**src/rtl/adc_capture_seq.sv**
```systemverilog
// Acquisition sequencer for one 8-bit ADC channel: pre-trigger fill, edge/force/auto trigger,
// then a post-trigger window written into a circular sample RAM.
module adc_capture_seq #(
  parameter int ADDR_W    = 12,
  parameter int TIMEOUT_W = 24
) (
  input  logic                 clk,
  input  logic                 rst,
  input  logic [7:0]           adc_data,
  input  logic                 adc_valid,
  input  logic                 arm,
  input  logic                 abort,
  input  logic [7:0]           trig_level,
  input  logic                 trig_rising,
  input  logic                 trig_force,
  input  logic                 auto_en,
  input  logic [TIMEOUT_W-1:0] auto_timeout,
  input  logic [ADDR_W-1:0]    pre_len,
  input  logic [ADDR_W-1:0]    post_len,
  output logic                 wr_en,
  output logic [ADDR_W-1:0]    wr_addr,
  output logic [7:0]           wr_data,
  output logic [ADDR_W-1:0]    trig_addr,
  output logic                 busy,
  output logic                 done,
  output logic                 trig_auto
);

  typedef enum logic [2:0] {IDLE, PRE, WAIT_TRIG, POST, DONE} state_t;

  state_t               state_q, state_d;
  logic [7:0]           level_q, level_d;
  logic                 rising_q, rising_d;
  logic                 auto_en_q, auto_en_d;
  logic [TIMEOUT_W-1:0] timeout_q, timeout_d;
  logic [ADDR_W-1:0]    pre_len_q, pre_len_d;
  logic [ADDR_W-1:0]    post_len_q, post_len_d;
  logic [ADDR_W-1:0]    cnt_q, cnt_d;
  logic [TIMEOUT_W-1:0] tcnt_q, tcnt_d;
  logic                 force_q, force_d;
  logic [7:0]           prev_q, prev_d;
  logic                 prev_vld_q, prev_vld_d;
  logic [ADDR_W-1:0]    ptr_q, ptr_d;
  logic                 wr_en_q, wr_en_d;
  logic [ADDR_W-1:0]    wr_addr_q, wr_addr_d;
  logic [7:0]           wr_data_q, wr_data_d;
  logic [ADDR_W-1:0]    trig_addr_q, trig_addr_d;
  logic                 busy_q, busy_d;
  logic                 done_q, done_d;
  logic                 trig_auto_q, trig_auto_d;

  logic                 start;
  logic                 capture;
  logic                 rise_hit;
  logic                 fall_hit;
  logic                 edge_hit;
  logic                 force_hit;
  logic                 auto_hit;
  logic [ADDR_W-1:0]    cnt_inc;

  assign start     = arm && (state_q == IDLE || state_q == DONE);
  assign capture   = adc_valid && (state_q == PRE || state_q == WAIT_TRIG || state_q == POST);
  assign cnt_inc   = cnt_q + 1'b1;
  // Edge detection needs a previous sample from this acquisition, so the first one never fires.
  assign rise_hit  = prev_vld_q && (prev_q < level_q) && (adc_data >= level_q);
  assign fall_hit  = prev_vld_q && (prev_q > level_q) && (adc_data <= level_q);
  assign edge_hit  = rising_q ? rise_hit : fall_hit;
  assign force_hit = force_q || trig_force;
  assign auto_hit  = auto_en_q && (tcnt_q >= timeout_q);

  always_comb begin
    state_d     = state_q;
    level_d     = level_q;
    rising_d    = rising_q;
    auto_en_d   = auto_en_q;
    timeout_d   = timeout_q;
    pre_len_d   = pre_len_q;
    post_len_d  = post_len_q;
    cnt_d       = cnt_q;
    tcnt_d      = tcnt_q;
    force_d     = force_q;
    prev_d      = prev_q;
    prev_vld_d  = prev_vld_q;
    ptr_d       = ptr_q;
    wr_en_d     = 1'b0;
    wr_addr_d   = wr_addr_q;
    wr_data_d   = wr_data_q;
    trig_addr_d = trig_addr_q;
    trig_auto_d = trig_auto_q;

    if (abort) begin
      state_d = IDLE;
    end else if (start) begin
      level_d     = trig_level;
      rising_d    = trig_rising;
      auto_en_d   = auto_en;
      timeout_d   = auto_timeout;
      pre_len_d   = pre_len;
      post_len_d  = post_len;
      cnt_d       = '0;
      tcnt_d      = '0;
      force_d     = 1'b0;
      prev_vld_d  = 1'b0;
      ptr_d       = '0;
      wr_addr_d   = '0;
      trig_auto_d = 1'b0;
      state_d     = (pre_len == '0) ? WAIT_TRIG : PRE;
    end else begin
      if (capture) begin
        wr_en_d    = 1'b1;
        wr_addr_d  = ptr_q;
        wr_data_d  = adc_data;
        ptr_d      = ptr_q + 1'b1;
        prev_d     = adc_data;
        prev_vld_d = 1'b1;
      end

      case (state_q)
        PRE: begin
          if (adc_valid) begin
            cnt_d = cnt_inc;
            if (cnt_inc == pre_len_q) begin
              cnt_d   = '0;
              tcnt_d  = '0;
              force_d = 1'b0;
              state_d = WAIT_TRIG;
            end
          end
        end
        WAIT_TRIG: begin
          // Timeout counter runs on clock cycles, not samples, and saturates.
          if (tcnt_q != {TIMEOUT_W{1'b1}}) tcnt_d = tcnt_q + 1'b1;
          if (trig_force) force_d = 1'b1;
          if (adc_valid && (edge_hit || force_hit || auto_hit)) begin
            trig_addr_d = ptr_q;
            trig_auto_d = !edge_hit && !force_hit;
            cnt_d       = '0;
            state_d     = (post_len_q == '0) ? DONE : POST;
          end
        end
        POST: begin
          if (adc_valid) begin
            cnt_d = cnt_inc;
            if (cnt_inc == post_len_q) state_d = DONE;
          end
        end
        default: ;
      endcase
    end

    busy_d = (state_d == PRE) || (state_d == WAIT_TRIG) || (state_d == POST);
    done_d = (state_d == DONE);
  end

  always_ff @(posedge clk) begin
    if (rst) begin
      state_q     <= IDLE;
      level_q     <= '0;
      rising_q    <= 1'b0;
      auto_en_q   <= 1'b0;
      timeout_q   <= '0;
      pre_len_q   <= '0;
      post_len_q  <= '0;
      cnt_q       <= '0;
      tcnt_q      <= '0;
      force_q     <= 1'b0;
      prev_q      <= '0;
      prev_vld_q  <= 1'b0;
      ptr_q       <= '0;
      wr_en_q     <= 1'b0;
      wr_addr_q   <= '0;
      wr_data_q   <= '0;
      trig_addr_q <= '0;
      busy_q      <= 1'b0;
      done_q      <= 1'b0;
      trig_auto_q <= 1'b0;
    end else begin
      state_q     <= state_d;
      level_q     <= level_d;
      rising_q    <= rising_d;
      auto_en_q   <= auto_en_d;
      timeout_q   <= timeout_d;
      pre_len_q   <= pre_len_d;
      post_len_q  <= post_len_d;
      cnt_q       <= cnt_d;
      tcnt_q      <= tcnt_d;
      force_q     <= force_d;
      prev_q      <= prev_d;
      prev_vld_q  <= prev_vld_d;
      ptr_q       <= ptr_d;
      wr_en_q     <= wr_en_d;
      wr_addr_q   <= wr_addr_d;
      wr_data_q   <= wr_data_d;
      trig_addr_q <= trig_addr_d;
      busy_q      <= busy_d;
      done_q      <= done_d;
      trig_auto_q <= trig_auto_d;
    end
  end

  assign wr_en     = wr_en_q;
  assign wr_addr   = wr_addr_q;
  assign wr_data   = wr_data_q;
  assign trig_addr = trig_addr_q;
  assign busy      = busy_q;
  assign done      = done_q;
  assign trig_auto = trig_auto_q;

endmodule

```
**config.mk**
```make
export PLATFORM = sky130hd
export DESIGN_NAME = adc_capture_seq
export DESIGN_NICKNAME = d
export VERILOG_FILES = /design/src/rtl/adc_capture_seq.sv
export SDC_FILE = /design/constraint.sdc
export NUM_CORES = 1
export LEC_CHECK = 0
export BUFFER_PORTS_ARGS = -buffer_cell sky130_fd_sc_hd__buf_2
export CELL_PAD_IN_SITES_DETAIL_PLACEMENT = 1
export CELL_PAD_IN_SITES_GLOBAL_PLACEMENT = 1
export CORE_ASPECT_RATIO = 0.5
export CORE_MARGIN = 4
export CORE_UTILIZATION = 43
export DETAILED_ROUTE_END_ITERATION = 16
export PLACE_DENSITY_LB_ADDON = 0.1
export SLEW_MARGIN = 25
export SYNTH_ARGS = -nofsm -noshare
export SYNTH_HDL_FRONTEND = slang
export SYNTH_SLANG_ARGS = --single-unit
```
**constraint.sdc**
```tcl
create_clock -name clk -period 4.5 [get_ports clk]
set_input_delay 0.9 -clock clk [delete_from_list [all_inputs] [get_ports clk]]
set_output_delay 0.9 -clock clk [all_outputs]
set_load 0.01 [all_outputs]
```
---- Yosys cells after proc, flatten, opt, wreduce, memory -nomap -nowiden ----
Index checks and enable logic that the tools add are counted.
storage, ports and cells
  bits in registers ....................... 147
  bits of input ports ..................... 72
  output and inout bits ................... 36
  word-level logic and storage cells ...... 119
cells by class
  add/subtract/negate cells ............... 3
  order comparisons ....................... 5
  eq/ne operators ......................... 17
  mux-type cells .......................... 37
  bitwise operators ....................... 2
  reduce and logical (&&, ||, !) cells .... 36
operators with widths
  cell                                            count
  2-to-1 mux 12 bit                               9
  2-to-1 mux 24 bit                               4
  one-hot mux 24 bit (2 select lines)             1
  one-hot mux 12 bit (3 select lines)             1
  adder 12 x 1 -> 12 bit (second input constant)  2
  adder 24 x 1 -> 24 bit (second input constant)  1
  == test 12 bit                                  2
  >= comparator 24 bit                            1
  logical NOT 12 bit                              2
  2-to-1 mux 3 bit                                8
  != test 24 bit (second input constant)          1
  AND reduction 5 bit                             3
  == test 3 x 2 -> 1 bit (second input constant)  4
  2-to-1 mux 1 bit                                11
  logical AND 1 bit                               9
  != test 3 x 2 -> 1 bit (second input constant)  3
  != test 3 bit (second input constant)           3
  one-hot mux 3 bit (3 select lines)              1
  >= comparator 8 bit                             1
  greater-than comparator 8 bit                   1
  <= comparator 8 bit                             1
  logical OR 1 bit                                8
  less-than comparator 8 bit                      1
  == test 3 x 1 -> 1 bit (second input constant)  2
  13 further kinds                                20

---- Longest topological paths before layout ----
  depth in word-level cells ............... 14
  depth in mapped cells ................... 12

---- Least setup slack after synthesis ----
OpenSTA, ideal clock, no wires.
  path kind ............................... input -> register
  start ................................... in adc_data[1]
  end ..................................... reg trig_addr_q[10] (netlist: trig_addr[10])
  arrival time ............................ 3181 ps
  required time ........................... 4372 ps
  setup slack ............................. 1192 ps
  stages .................................. 11
  cell sequence ........................... ha_1 -> nor2b_1 -> o211ai_1 -> a21oi_1 -> o32a_1 -> o221a_2 -> o22ai_1 -> nand3_1 -> buf_1 -> mux2i_1 -> nor2_1
between the ends
  cells in the longest elaborated chain, start to end .. 7
ends and longest elaborated chain
  element                                                            line    RTL
  from (decl)                                                        9       input logic [7:0] adc_data,
  <= comparator 8 bit / >= comparator 8 bit (equally long branches)  66, 65
  logical AND 1 bit (on tied branches)                               66, 65
  2-to-1 mux 1 bit (*)                                               67      assign edge_hit = rising_q ? rise_hit : fall_hit;
  logical OR 1 bit (*) (2 in a row)                                  134     if (adc_valid && (edge_hit || force_hit || auto_hit)) begin
  logical AND 1 bit (*)                                              134
  AND reduction 4 bit (no line) (*)                                  --
  to (signal assigned)                                               194     trig_addr_q <= trig_addr_d;
  to (decl)                                                          47      logic [ADDR_W-1:0] trig_addr_q, trig_addr_d;
Mark *: on every way between the ends. The rest lies on a longest branch, timed or not.
A chain may end at the register's enable or synchronous reset.

---- Worst setup path in the final report ----
  start ................................... reg cnt_q[6]
  end ..................................... reg tcnt_q[21]
between the ends
  cells in the longest elaborated chain, start to end .. 4
ends and longest elaborated chain
  element                           line  RTL
  from (decl)                       38    logic [ADDR_W-1:0] cnt_q, cnt_d;
  from (signal assigned)            185   cnt_q <= cnt_d;
  adder 12 x 1 -> 12 bit            63    assign cnt_inc = cnt_q + 1'b1;
  == test 12 bit                    122   if (cnt_inc == pre_len_q) begin
  != test 3 x 2 -> 1 bit (no line)  --
  AND reduction 5 bit (no line)     --
  to (signal assigned)              186   tcnt_q <= tcnt_d;
  to (decl)                         39    logic [TIMEOUT_W-1:0] tcnt_q, tcnt_d;
Every way passes these cells.

==> results.yml <==
synthesis:
  synthesis.nets: 1057
  ys_seq_area_frac: 0.392
  synthArstFlopShare: 0
  ys_ff_latch: 147
  yosysTopAreaCellShare: 0.392
  synth_edf_count: 0
  syn_area_per_cell_um2: 7.97
  synthFlopType: "dfxtp_1"
  yosysMostFrequentCell: "nand2_1"
  yosys.area.top_type: "dfxtp_1"
  synth_cell_types: 69
  syn-cell-area_um2: 7510
  synth_area_leaders: "dfxtp_1 (39%), nand2_1 (8.6%), ha_1 (7.2%)"
  syn_inst: 942
  synth_warnings: 0
  ys_top_cells_by_count: "nand2_1 (171), dfxtp_1 (147), a21oi_1 (105)"
clock_tree:
  cts_max_level: 4
  insertion_delay_ns: 0.41
  hold_buffers: 0
  cts-resized-gates: 0
  cts_root_buffer: "clkbuf_16"
  path_clk_slew_ns: 0.06
  cts_buffers: 17
  post-cts-setup-buffers: 0
  clockBufferDepth: 2
  clock_sinks: 147
  tritoncts: "built"
sta:
  setup_tns_ns: 0
  relSlewSlack: 0.404
  min_period_ns: 3.78
  finalCritPeriodShare: 0.840
  skew_ns: 0.00900
  drv_slew: 0
  rsz0062_at_grt: "no"
  max_freq_mhz: 265
  hold_violations: 0
  tightestPinTransition_ns: 0.891
  setup_violations: 0
global_routing:
  use_met1: 0.271
  first_global_vias: 7181
  antenna_found_initial: 0
  use_met2: 0.426
  overflow: 0
  grt_max_degree: 65
  grt_util_all_layers: 0.226
  use_met3: 0.0412
  grt-busiest-layer: "met2"
  grt_pass1_wl_um: 36400
critical_path:
  crit_start: "cnt_q[6]"
  r2r_slack_ns: 0.72
  path_class: "reg2reg"
  slowest_delay_ns: 0.61
  crit_chain: "nand4_1 -> or4_1 -> xnor2_1 -> or4_4 -> nor4_4 -> o31ai_2 -> buf_4 -> or2_4 -> or4_1 -> a21oi_1"
  r2r_end: "tcnt_q[21]"
  start_kind: "flop"
  arrival_ns: 4.12
  crit_top_cell: "or4_1"
  worstPathRequired_ns: 4.84
  cpMaxStageDelayCell: "or4_1"
  r2r_cells: 10
  cp_max_fo: 25
  endpoint_kind: "flop"
  reg2reg_from: "cnt_q[6]"
detailed_routing:
  dr.first_iter.drc_count: 274
  drc_errors: 0
  avgRoutedWirePerCell_um: 17.4
  wirelength_um: 22000
  ant_nets: 0
  vias_per_cell: 5.44
  dr.pass1.iters: 4
  vias: 6880
floorplanning:
  die_w_um: 195
  chipHeight_um: 101
  start_util: 0.449
  io-pin-count: 108
  dieArea_um2: 19800
  core_area_um2: 16700
  fp-row-count: 33
placement:
  post-dp-hpwl_um: 15900
  io_buffers: 107
  gp_congestion: 0.867
  post-place-cells: 1235
  place_area_um2: 8220
final_layout:
  final_cells: 1264
  n_antenna_cell: 0
  final_nets: 1142
  syn_to_final_growth_pct: 17.2
  design_area_um2: 8800
  final_layout_size_suffix_gt1_frac: 0.161
hold_path:
  hold_depth: 2
  whs_endpoint: "level_q[4]"
  min_from: "level_q[4]"
  min_path_type: "reg2reg"
power:
  power_leakage_nw: 3.52
  vdd_drop_max_v: 0.000270
  power_density_nw_per_um2: 348
run_status:
  outcome: "finished, final reports clean"
job:
  cap_violations: 0
-- worst max path at each step --
stage / slack (ns) / depth (start not counted) / to
2_1_floorplan: 1.19 / 11 / trig_addr[10]
3_3_place_gp: 0.86 / 10 / tcnt_q[21]
3_5_place_dp: 0.79 / 10 / tcnt_q[19]
4_1_cts: 0.74 / 10 / tcnt_q[21]
5_1_grt: 0.43 / 10 / tcnt_q[19]
6_report: 0.72 / 10 / tcnt_q[21]
-- flip-flops by register name (all words and copies together), names as in the netlist, 3 cells and up --
register and cells:
pre_len_q 12, timeout_q 24, cnt_q 12, post_len_q 12, wr_data 8, state_q 3
tcnt_q 24, level_q 8, wr_addr 12, trig_addr 12, ptr_q 12
-- logic make-up after synthesis --
| logic type | after synthesis | synth area share |
|---|---|---|
| adders and majority gates | 43 | 0.0717 |
| xor gates and xnor gates | 47 | 0.0568 |
| DFF | 147 | 0.392 |
| AOI/OAI and AO/OA | 195 | 0.161 |
| buffers and inverters | 96 | 0.0495 |
| and+or+nand+nor | 398 | 0.247 |
| muxes | 16 | 0.0215 |
-- where the power goes --
group | leakage [nW] | internal (W) | switching (W) | total (W)
registers | 1.19 | 0.00133 | 0.0000246 | 0.00136
logic | 2.05 | 0.000103 | 0.000168 | 0.000272
clock network | 0.283 | 0.000873 | 0.000559 | 0.00143
-- final cells by class --
type / instances / area, um2
Sequential cell: 147 / 2940
Clock inverter: 11 / 139
Inverter: 44 / 165
Fill cell: 2085 / 7920
Tap cell: 227 / 284
Timing Repair Buffer: 118 / 621
Multi-Input combinational cell: 699 / 4210
Clock buffer: 18 / 439
-- critical path: cells and delay by family, from the launching register on --
family          cells  cell delay, ns
simple gates        6            2.51
flops               1            0.54
compound gates      2            0.26
buf+inv             1            0.23
xor+xnor            1            0.16
-- layer usage --
layer	vias to the layer above	wire, um	share of wire
met5	-	0	0
met4	0	266	0.012
met3	22	506	0.023
met2	75	11200	0.51
met1	3351	10000	0.45
li1	3432	-	-
-- placed cells by master (no fill, tap or decap), types with 7 or more instances in the layout --
cell and instances:
a22o_1 12, clkbuf_16 17, a21oi_1 105, nand2b_1 7, xor2_1 9, nand4_1 10
nor2_1 87, nor3_1 19, nor4_1 15, xnor2_1 37, ha_1 43, buf_2 106
or4_1 8, and3_1 11, o21ai_0 13, nand3_1 33, buf_4 12, dfxtp_1 147
inv_1 44, a22oi_1 12, mux2i_1 15, nand2_1 171
-- per-stage QoR --
step / total power [W] / hold WS (ns) / utilization / worst slack, ns
2_1_floorplan: 0.00155 / 0.436 / - / 1.19
3_3_place_gp: 0.00164 / 0.444 / 0.492 / 0.861
3_5_place_dp: 0.00165 / 0.448 / 0.492 / 0.788
4_1_cts: 0.00309 / 0.456 / 0.526 / 0.742
5_1_grt: 0.00319 / 0.484 / 0.526 / 0.428
6_report: 0.00306 / 0.455 / 0.526 / 0.719
(Power assumes the default switching activity.)
